--- src/rtl/busmux_arb.sv ---
// busmux_arb: N-source bus arbiter with a registered output mux and a
// req/gnt/ack handshake. RR selects fixed priority (0, highest index wins)
// or round-robin (1). Optional ack timeout: define BUSMUX_ARB_TIMEOUT_EN.
module busmux_arb #(
    parameter int N       = 3,
    parameter int W       = 32,
    parameter int RR      = 0,
    parameter int TIMEOUT = 255
) (
    input  logic           clk,
    input  logic           rst_n,
    input  logic [N-1:0]   req,
    input  logic [N*W-1:0] src,
    output logic [N-1:0]   gnt,
    output logic [N-1:0]   done,
    output logic [N-1:0]   err,
    output logic           out_valid,
    output logic [W-1:0]   out_data,
    input  logic           out_ack
);

    localparam int IW = (N > 1) ? $clog2(N) : 1;

    typedef enum logic {IDLE, BUSY} state_t;

    state_t        state;
    logic [IW-1:0] last;
    logic [IW-1:0] win;

`ifdef BUSMUX_ARB_TIMEOUT_EN
    logic [N-1:0] err_q;
    logic [15:0]  cnt;
    assign err = err_q;
`else
    assign err = '0;
`endif

    // Winner pick: highest set index, or first set bit after 'last' with wrap.
    // The RR scan runs backwards so the nearest candidate overwrites the rest.
    always_comb begin
        int idx;
        win = '0;
        idx = 0;
        if (RR == 0) begin
            for (int i = 0; i < N; i++)
                if (req[i]) win = IW'(i);
        end else begin
            for (int j = N; j >= 1; j--) begin
                idx = int'(last) + j;
                if (idx >= N) idx = idx - N;
                if (req[idx]) win = IW'(idx);
            end
        end
    end

    // Two-state handshake FSM; every output is registered here.
    always_ff @(posedge clk or negedge rst_n) begin
        if (!rst_n) begin
            state     <= IDLE;
            gnt       <= '0;
            done      <= '0;
            out_valid <= 1'b0;
            out_data  <= '0;
            last      <= IW'(N - 1);
`ifdef BUSMUX_ARB_TIMEOUT_EN
            err_q     <= '0;
            cnt       <= '0;
`endif
        end else begin
            case (state)
                IDLE: begin
                    // done/err only live for the single cycle after BUSY
                    done <= '0;
`ifdef BUSMUX_ARB_TIMEOUT_EN
                    err_q <= '0;
`endif
                    if (|req) begin
                        gnt       <= N'(1) << win;
                        out_valid <= 1'b1;
                        out_data  <= src[int'(win)*W +: W];
                        last      <= win;
                        state     <= BUSY;
`ifdef BUSMUX_ARB_TIMEOUT_EN
                        cnt       <= '0;
`endif
                    end
                end
                BUSY: begin
                    // req/src are ignored here; ack beats a coincident timeout
                    if (out_ack) begin
                        done      <= gnt;
                        gnt       <= '0;
                        out_valid <= 1'b0;
                        state     <= IDLE;
                    end
`ifdef BUSMUX_ARB_TIMEOUT_EN
                    else if (cnt == 16'(TIMEOUT - 1)) begin
                        err_q     <= gnt;
                        gnt       <= '0;
                        out_valid <= 1'b0;
                        state     <= IDLE;
                    end else begin
                        cnt <= cnt + 16'd1;
                    end
`endif
                end
                default: state <= IDLE;
            endcase
        end
    end

endmodule
--- config.mk ---
export PLATFORM = sky130hd
export DESIGN_NAME = busmux_arb
export DESIGN_NICKNAME = d
export VERILOG_FILES = /design/src/rtl/busmux_arb.sv
export SDC_FILE = /design/constraint.sdc
export NUM_CORES = 1
export LEC_CHECK = 0
export CAP_MARGIN = 5
export CORE_MARGIN = 2
export CORE_UTILIZATION = 35
export DETAILED_ROUTE_END_ITERATION = 8
export GPL_TIMING_DRIVEN = 1
export HOLD_SLACK_MARGIN = 0.03
export PLACE_DENSITY_LB_ADDON = 0.3
export SLEW_MARGIN = 0
export SYNTH_ARGS = -nofsm -noshare
export SYNTH_HDL_FRONTEND = slang
export SYNTH_SLANG_ARGS = --single-unit
--- constraint.sdc ---
create_clock -name clk -period 1.95 [get_ports clk]
set_input_delay 0.195 -clock clk [delete_from_list [all_inputs] [get_ports clk]]
set_output_delay 0.195 -clock clk [all_outputs]
set_load 0.01 [all_outputs]
# Word-level counts from Yosys, hierarchy flattened
# Index checks and enable logic that the tools add are counted.
# word_totals
reg_bits	40
in_bits	102
wordCells	26
# classes
eq_ne	2
shift	2
mux	13
bitwise	1
reduce_logical	3
# op_table
cell	n
indexed part select 96 x 8 -> 32 bit	1
one-hot mux 3 bit (2 select lines)	2
two-way mux 3 bit	3
two-way mux 1 bit	5
!= test 2 bit, second input constant	2
one-hot mux 1 bit (2 select lines)	2
AND reduction 2 bit	2
OR reduction 3 bit	1
<< shifter 1 x 2 -> 3 bit, first input constant	1
two-way mux 2 bit	1
NOT 1 bit	1

# Depth between registers and ports, before layout
# depth
ltp_word	5
mapped_depth	5
depth_no_buf	3

# Least setup slack after synthesis
# Ideal clock, no wire load.
# synth_path
kind	flip-flop to flip-flop
start	register state
end	register out_data[0]
setup_time_ps	66
arrival_time_ps	1157
required_ps	1884
path_slack_ps	727
stages_incl_launch_ff	6
period_less_slack_ps	1223
path_cell_list	dfrtp_1 or2_1 buf_4 buf_6 nor3_1 a221o_1
# synth_via
elab_chain_len	2
# synth_lines
item	line_no	rtl
start, declared	26	state_t state;
start signal, assigned	59	state <= IDLE;
start signal, assigned	82	state <= BUSY;
start signal, assigned	94	state <= IDLE;
NOT 1 bit (no source line)	--	
AND reduction 2 bit (no source line)	--	
end signal, assigned	80	out_data <= src[int'(win)*W +: W];
end, declared	18	output logic [W-1:0] out_data,
# Every way passes these cells.
# A chain may end at the register's enable or synchronous reset.

# Worst setup path after layout
# layout_path
start	register state
end	register out_data[28]
# The elaborated chain is that of the path after synthesis.

==> run_results.csv <==
group,metric,value,unit
timing,finalCriticalPeriod,1460,ps
grt,grt_antenna_before_repair,0,
synth,syn_area,2110,um^2
synth,synth_top_cell_by_area,"dfrtp_1",
clock_network,postCtsHoldBufs,0,
grt,grt_max_degree,41,
power,p_per_area,1100,nW/um^2
timing,setup_slack,488,ps
timing,setup_viol,0,
layout,mostFrequentLayoutCells,"138 x clkdlybuf4s50_1, 40 x dfrtp_1, 35 x mux2i_1",
grt,grt_pass1_vias,2212,
clock_network,path_clk_slew,80,ps
timing,finalHoldViolCount,0,
clock_network,post-cts-setup-buffers,0,
drt,wl_per_cell,16.2,um
synth,syn_inst,185,
drt,via_per_inst,5.30,
timing,setup_tns,0,ps
synth,synth_area_leaders,"dfrtp_1 47%, mux2i_1 17%, a221o_1 15%",
layout,syn_to_final_growth,73.5,%
clock_network,clock-sinks,40,
layout,mostFrequentLayoutCell,"clkdlybuf4s50_1",
power,p_total,0.00403,W
drt,wl,6.43,mm
layout,diodes,0,
setup_path,cpMaxStageDelayCell,"nor2b_2",
setup_path,crit_type,"flop to flop",
setup_path,worstSetupStartpointType,"flop",
drt,vias,2097,
drt,antenna_left,0,
clock_network,cts_made_buffers,5,
grt,grt_pass1_wl,10.1,mm
setup_path,cp.arrival,1680,ps
floorplan,die_w,81.7,um
clock_network,cts_tree,"yes",
clock_network,cts-root-to-sink-buffers,2,
clock_network,clkLatencyLatePin,280,ps
synth,synth_top_area_frac,0.474,
setup_path,r2r-end,"out_data[28]$_DFFE_PN0P_",
grt,overflow,0,
grt,busiest_layer,"met2",
grt,grt_use_met1,0.229,
grt,track_usage,0.198,
floorplan,rows,28,
timing,worst-slew-pin-transition,875,ps
place,dp_slack,234,ps
timing,rsz0062_at_grt,"false",
layout,layout.nets,422,
setup_path,crit_required,2170,ps
clock_network,post_cts_resized,0,
timing,max_freq,0.684,GHz
floorplan,dieArea,6670,um^2
setup_path,regToRegStartpoint,"state$_DFF_PN0_",
drt,drt-pass1-iter-count,4,
setup_path,cp_cell_sequence,"nor2b_2 > buf_12 > a221o_1",
timing,slew_headroom,0.417,
run_status,status,"finished, final reports clean",
synth,yosysSeqAreaShare,0.474,
place,place_hpwl,4.83,mm
grt,met3_usage,0.0714,
synth,yosys_warnings,0,
synth,post_synth.cell_area_avg,11.4,um^2
timing,skew,5.97,ps
floorplan,initial_core_util,0.359,
floorplan,ios,144,
setup_path,slowest_delay,540,ps
clock_network,cts_max_level,2,
layout,final_area,3660,um^2
setup_path,cp-end-kind,"flop",
place,dpl-instance-area,3570,um^2
place,place.gp.congestion,0.728,
clock_network,root_buffer,"clkbuf_8",
setup_path,reg2regPathDepth,3,
timing,drv_slew,0,
grt,met2_usage,0.351,
worst_hold_path,hp-class,"primary input to asynchronous set/reset pin",
flow_run,maxCapViolCount,0,
drt,drc_errors,0,
floorplan,core,5890,um^2
setup_path,rrSetupSlack,490,ps
timing,finalCritPeriodShare,0.750,
synth,synth-seq-cells,40,
layout,drive_gt1_frac,0.0654,
floorplan,die_height,81.7,um
layout,final_util,0.622,
power,p_leak,1.53,nW
drt,drt_iter0_markers,71,
setup_path,critPathMaxFanout,20,
power,ir_worst_vdd,0.526,mV
synth,synthDistinctLibCells,20,
place,port_buffers,140,
worst max-delay path: cells and delay by family (launching register included):
family / cells / cell delay, ps
AOI/OAI and AO/OA: 1 / 150
buffers and inverters: 1 / 240
DFF: 1 / 450
and+or+nand+nor: 1 / 540
Yosys cell counts, drive strengths merged:
library cell,number
o31ai,2
or2,1
inv,2
conb,1
nor2,5
nor3,32
mux2i,35
dfrtp,40
a21oi,2
nand2,6
clkbuf,2
nor2b,2
a221o,32
buf,20
o21ai,3
metal layers:
| metal | wire length, um | up-vias |
|---|---|---|
| li1 | - | 977 |
| met1 | 2510 | 1011 |
| met2 | 3110 | 105 |
| met3 | 765 | 4 |
| met4 | 40 | 0 |
| met5 | 0 | - |
flip-flops by register name, indices dropped and copies added, names as in the netlist:
register / count
done: 3
gnt: 3
out_data: 32
out_valid: 1
state: 1
stage by stage:
step | cells | hold slack, ps
2_1_floorplan | 187 | -101
3_3_place_gp | 388 | 365
3_5_place_dp | 388 | 364
4_1_cts | 396 | 44.0
5_1_grt | 396 | 91.3
6_report | 396 | 20.6
worst max-delay path by stage:
stage	cells past startpoint	startpoint	to	slack, ps
2_1_floorplan	5	state$_DFF_PN0_	out_data[0]$_DFFE_PN0P_	730
3_3_place_gp	4	req[2]	out_data[5]$_DFFE_PN0P_	280
3_5_place_dp	4	req[2]	out_data[25]$_DFFE_PN0P_	230
4_1_cts	3	state$_DFF_PN0_	out_data[28]$_DFFE_PN0P_	470
5_1_grt	3	state$_DFF_PN0_	out_data[25]$_DFFE_PN0P_	370
6_report	3	state$_DFF_PN0_	out_data[28]$_DFFE_PN0P_	490
power breakdown:
part	internal (W)	switching [W]
logic	0.00123	0.000782
clock network	0.000287	0.000275
registers	0.00121	0.000241
total	0.00273	0.00130
cells by family after synthesis:
| logic type | after synthesis | share of synthesized area |
|---|---|---|
| AOI/OAI and AO/OA | 39 | 0.177 |
| buffers and inverters | 24 | 0.0735 |
| DFF | 40 | 0.474 |
| muxes | 35 | 0.166 |
| other | 1 | 0.00178 |
| and+or+nand+nor | 46 | 0.108 |
layout make-up:
type / count / area (um^2)
inverter: 2 / 7.51
tap: 75 / 93.8
multi-input combinational: 123 / 966
clock inverter: 1 / 7.51
clock buffer: 7 / 86.3
fill: 520 / 2220
timing repair buffer: 148 / 1500
sequential: 40 / 1000
(Power assumes the default switching activity.)
==> patch 1 (same flow settings) <==
Change the parameter `N` from 3 to 6.
--- a/src/rtl/busmux_arb.sv
+++ b/src/rtl/busmux_arb.sv
@@ -2,7 +2,7 @@
 // req/gnt/ack handshake. RR selects fixed priority (0, highest index wins)
 // or round-robin (1). Optional ack timeout: define BUSMUX_ARB_TIMEOUT_EN.
 module busmux_arb #(
-    parameter int N       = 3,
+    parameter int N       = 6,
     parameter int W       = 32,
     parameter int RR      = 0,
     parameter int TIMEOUT = 255
Interface: changed (5 resized); port bits go from 144 to 252. No check against the original RTL was run, so the function may have changed too.
==> patch 1 against the unedited design <==
Final cell count grew 71%. Power is 22% lower. Global-route usage is 7.5 points higher. Fmax is 14% lower. Area after synthesis increased by 50%. Worst hold slack better by 400 ps. Register-to-register slack lost 150 ps. Die area grew 47%. Critical path depth is 3 higher. Worst setup slack worse by 250 ps. Routed wire length rose by 110%. Final area rose by 61%. Sequential cell count increased by 6. Largest cell class unchanged. Highest routed layer unchanged.
==> patch 1: results (changes against the unedited design) <==
[detailed_routing]
wl_per_cell_um = 20.3  ; +25%
dr.first_iter.drc_count = 105  ; +48%
via_count = 3837  ; +83%

[global_routing]
grt_pass1_vias = 4075  ; +84%
grt_max_degree = 26  ; -37%
track_usage = 0.273  ; +0.0745
antenna_found_initial = 0  ; unchanged
grt_pass1_wl_um = 21100  ; +110%

[logic_synthesis]
synthTopCellsByCount = 102 x nand2_1, 46 x dfrtp_1, 32 x a32oi_1, 32 x o221ai_1, 30 x a221oi_2
synth_xor_area_frac = 0  ; unchanged
synthDistinctLibCells = 35  ; +75%
ys_seq_area_frac = 0.363  ; -0.111
synth_fa_ha_area_frac = 0  ; unchanged
synth-compound-area-share = 0.355  ; +0.178
synthMuxAreaShare = 0.0189  ; -0.147
yosys_warnings = 0  ; unchanged
ys_top_cells_by_area = dfrtp_1 36%, a221oi_2 14%, nand2_1 12%, a32oi_1 8.8%, o221ai_1 8.8%
async_flop_share = 1.00  ; unchanged

[clocking]
clk_transition_reported_paths_ps = 100  ; +20 ps
clk-insertion-delay-late_ps = 300  ; +20 ps
cts-root-buf = clkbuf_8
ctsHoldBuffers = 1  ; +1
numCtsBuffers = 5  ; unchanged
ctsResizeCount = 0  ; unchanged
htree_levels = 2  ; unchanged
clk_path_buf_depth = 2  ; unchanged

[final_layout]
antenna_cells = 0  ; unchanged
drive_gt1_frac = 0.130  ; +0.0646
top_regs = out_data x32, done x6, gnt x6
nets = 769  ; +82%

[status]
run_status = finished clean

[place]
dp_hpwl_um = 10600  ; +120%
io_buffer_count = 245  ; +75%
gp_congestion = 0.915  ; +26%
pre_cts_slack_ps = -73.2  ; -307 ps

[timing]
fin_worst_skew_ps = 3.78  ; -2.19 ps
worst_pin_slew_ps = 602  ; -273 ps
fin_crit_sh = 0.875  ; +0.126

[worst_setup_path]
cp_slowest_stage_delay_ps = 640  ; +100 ps
cp_slowest_cell = or4_4
path_max_fanout = 12  ; -40%
r2r_slack_ps = 340  ; -150 ps

[power_and_ir_drop]
ir_drop_uv = 293  ; -44%
p_leak_nw = 2.33  ; +52%

[worst_hold_path]
hp-class = in -> async

-- patch 1: cell count changes in the layout (fill, tap and decap cells not counted), sizes merged, moves of 3 or more --
cell and change:
dfrtp +6, nor2b +6, mux2i -29, nor3 -30
a221o -32, o221ai +32, a32oi +32, buf +17
a221oi +32, conb +3, clkdlybuf4s50 +105, nand2 +97
-- patch 1: final timing paths --
kind	startpoint	endpoint	cells after the start
worst max register to register	state	out_data[14]	5
worst max-delay path	req[2]	out_data[13]	6
worst min register to register	out_valid	out_valid	2
max in group asynchronous	rst_n	out_data[5]	3
min in group clk	req[3]	gnt[1]	3
worst min-delay path	rst_n	done[5]	2
-- patch 1: per-layer routing --
layer  wire, um  GRT usage  vias to the layer above
li1           -          -                     1749
met4        284     0.0969                        0
met3       1130     0.0703                       23
met1       5200      0.307                     1878
met5          0          0                        -
met2       7150      0.498                      187
-- patch 1: logic make-up after synthesis --
family          count (synthesis)
simple gates                  120
compound gates                110
flops                          46
buf+inv                        39
mux                             6
other cells                     1
-- patch 1: stage by stage --
| stage | instances | hold slack, ps | utilization | TNS [ps] | area, um2 |
|---|---|---|---|---|---|
| floorplan | 327 | -101 | - | 0 | 3190 |
| finish | 677 | 421 | 0.675 | 0 | 5910 |
| global route | 677 | 453 | 0.675 | 0 | 5910 |
| global placement | 668 | 226 | 0.661 | 0 | 5790 |
| detailed placement | 668 | 241 | 0.661 | -707 | 5790 |
| CTS | 677 | 430 | 0.675 | 0 | 5910 |
-- patch 1: area by class of cell --
| type | count | area, um2 |
|---|---|---|
| Inverter | 2 | 7.51 |
| Clock inverter | 3 | 43.8 |
| Tap cell | 108 | 135 |
| Timing Repair Buffer | 271 | 2750 |
| Sequential cell | 46 | 1150 |
| Multi-Input combinational cell | 242 | 1760 |
| Clock buffer | 5 | 68.8 |
| Fill cell | 704 | 2850 |
-- patch 1: critical path, delay by kind of cell --
| kind | cells | cell delay (ps) |
|---|---|---|
| simple gates | 2 | 760 |
| compound gates | 2 | 280 |
| buf+inv | 2 | 680 |
-- patch 1: power by group --
group	leakage, nW	switching (mW)	internal [mW]	total, mW
Combinational	1.70	0.502	0.750	1.25
Clock	0.0585	0.361	0.385	0.746
Sequential	0.571	0.0828	1.08	1.16
==> patch 2 (config.mk and constraints unchanged) <==
Without the edit above. Make the reset (`rst_n`) synchronous in one clocked block.
--- a/src/rtl/busmux_arb.sv
+++ b/src/rtl/busmux_arb.sv
@@ -54,7 +54,7 @@
     end
 
     // Two-state handshake FSM; every output is registered here.
-    always_ff @(posedge clk or negedge rst_n) begin
+    always_ff @(posedge clk) begin
         if (!rst_n) begin
             state     <= IDLE;
             gnt       <= '0;
Function: differs if rst_n is asserted again (counterexample within 4 cycles, from zero or initial values and one cycle with rst_n low); with rst_n held inactive, the same outputs for 10 cycles.
==> patch 2 against the unedited design <==
Via count is 3.6% higher. Final area is essentially flat. Routed wire length shrank 1.1%. Worst setup slack worse by 170 ps. Core utilization fell by 1.4 points. Area after synthesis up 4.6%. Synthesized cell count up 22%. Largest cell class unchanged. Global-route usage decreased by 1.9 points. Critical path depth is the same. Sequential cell count stayed put. Die area increased by 4.4%. Fmax fell by 10%.
Power is not compared: it rests on default switching activity, and its combinational part moved more than twofold at a synthesized area within 25%.
==> patch 2: results (changes against the unedited design) <==
[status]
run_status = finished clean

[place]
placed_area_um2 = 3550  ; -0.53%
dp_cells = 423  ; +9.0%
gp_congestion = 0.712  ; -2.2%
pre_cts_slack_ps = -365  ; -600 ps
dp_hpwl_um = 4670  ; -3.3%

[worst_hold_path]
hp-class = reg -> reg

[global_routing]
grt_pass1_wl_um = 10100  ; -0.35%
antenna_found_initial = 1  ; +1
grt_max_degree = 70  ; +71%
track_usage = 0.179  ; -0.0195

[logic_synthesis]
synthTopCellsByCount = 40 x dfxtp_1, 33 x nor2b_1, 32 x a211o_1, 32 x a32o_1, 31 x nand2b_1
synthDistinctLibCells = 26  ; +30%
yosys_warnings = 0  ; unchanged
synthFlopType = dfxtp_1
ys_seq_area_frac = 0.362  ; -0.112
synthMuxAreaShare = 0.0136  ; -0.152
synth_fa_ha_area_frac = 0  ; unchanged
netlist_instances = 226  ; +22%
ys_top_cells_by_area = dfxtp_1 36%, a32o_1 14%, a211o_1 13%, nor2b_1 9.3%, nand2b_1 8.8%
synth-compound-area-share = 0.297  ; +0.120

[final_layout]
fill_cells = 548  ; +5.4%
drive_gt1_frac = 0.0562  ; -0.00924
nets = 458  ; +8.5%

[worst_setup_path]
arrival_ps = 1860  ; +180 ps
reg2reg_depth = 2  ; -1
path_max_fanout = 16  ; -20%
r2r_start = state
r2r_slack_ps = 570  ; +80 ps
crit_start = rst_n
setup.worst_path.end = out_data[31]

[power_and_ir_drop]
total_power_mw = 2.14

[detailed_routing]
vias_per_cell = 5.04  ; -4.8%
via_count = 2172  ; +3.6%
wl_per_cell_um = 14.7  ; -9.2%
dr.first_iter.drc_count = 77  ; +8.5%

[timing]
worst_pin_slew_ps = 757  ; -118 ps
fin_worst_skew_ps = 6.27  ; +0.297 ps
fin_crit_sh = 0.836  ; +0.0863

[clocking]
clk-insertion-delay-late_ps = 280  ; about the same

==> patch 2: critical path, stage by stage <==
cell and delay [ps]:
clkdlybuf4s50_1 680, nor3b_4 720, a32o_1 260
==> patch 2: metal layers <==
layer | track usage | vias up | part of all wire
met5 | 0 | - | 0.0017
met4 | 0.0601 | 2 | 0.017
met3 | 0.0772 | 13 | 0.10
met2 | 0.310 | 94 | 0.47
met1 | 0.196 | 969 | 0.40
li1 | - | 1094 | -
==> patch 2: cell type report <==
cell class / instances / area [um2] / area share
flip-flops and latches: 40 / 801 / 0.218
clock buffers: 7 / 96.3 / 0.0263
multi-input cells: 162 / 1230 / 0.336
repair buffers: 147 / 1440 / 0.394
well taps: 75 / 93.8 / 0.0256
==> patch 2: worst min-delay path by stage <==
stage,cells after the start,to,from,slack [ps]
floorplan,2,state,req[0],330
global placement,1,out_data[13],out_data[13],450
detailed placement,1,out_data[17],out_data[17],460
CTS,4,gnt[1],req[1],470
global route,1,out_data[23],out_data[23],490
finish,1,out_data[19],out_data[19],470
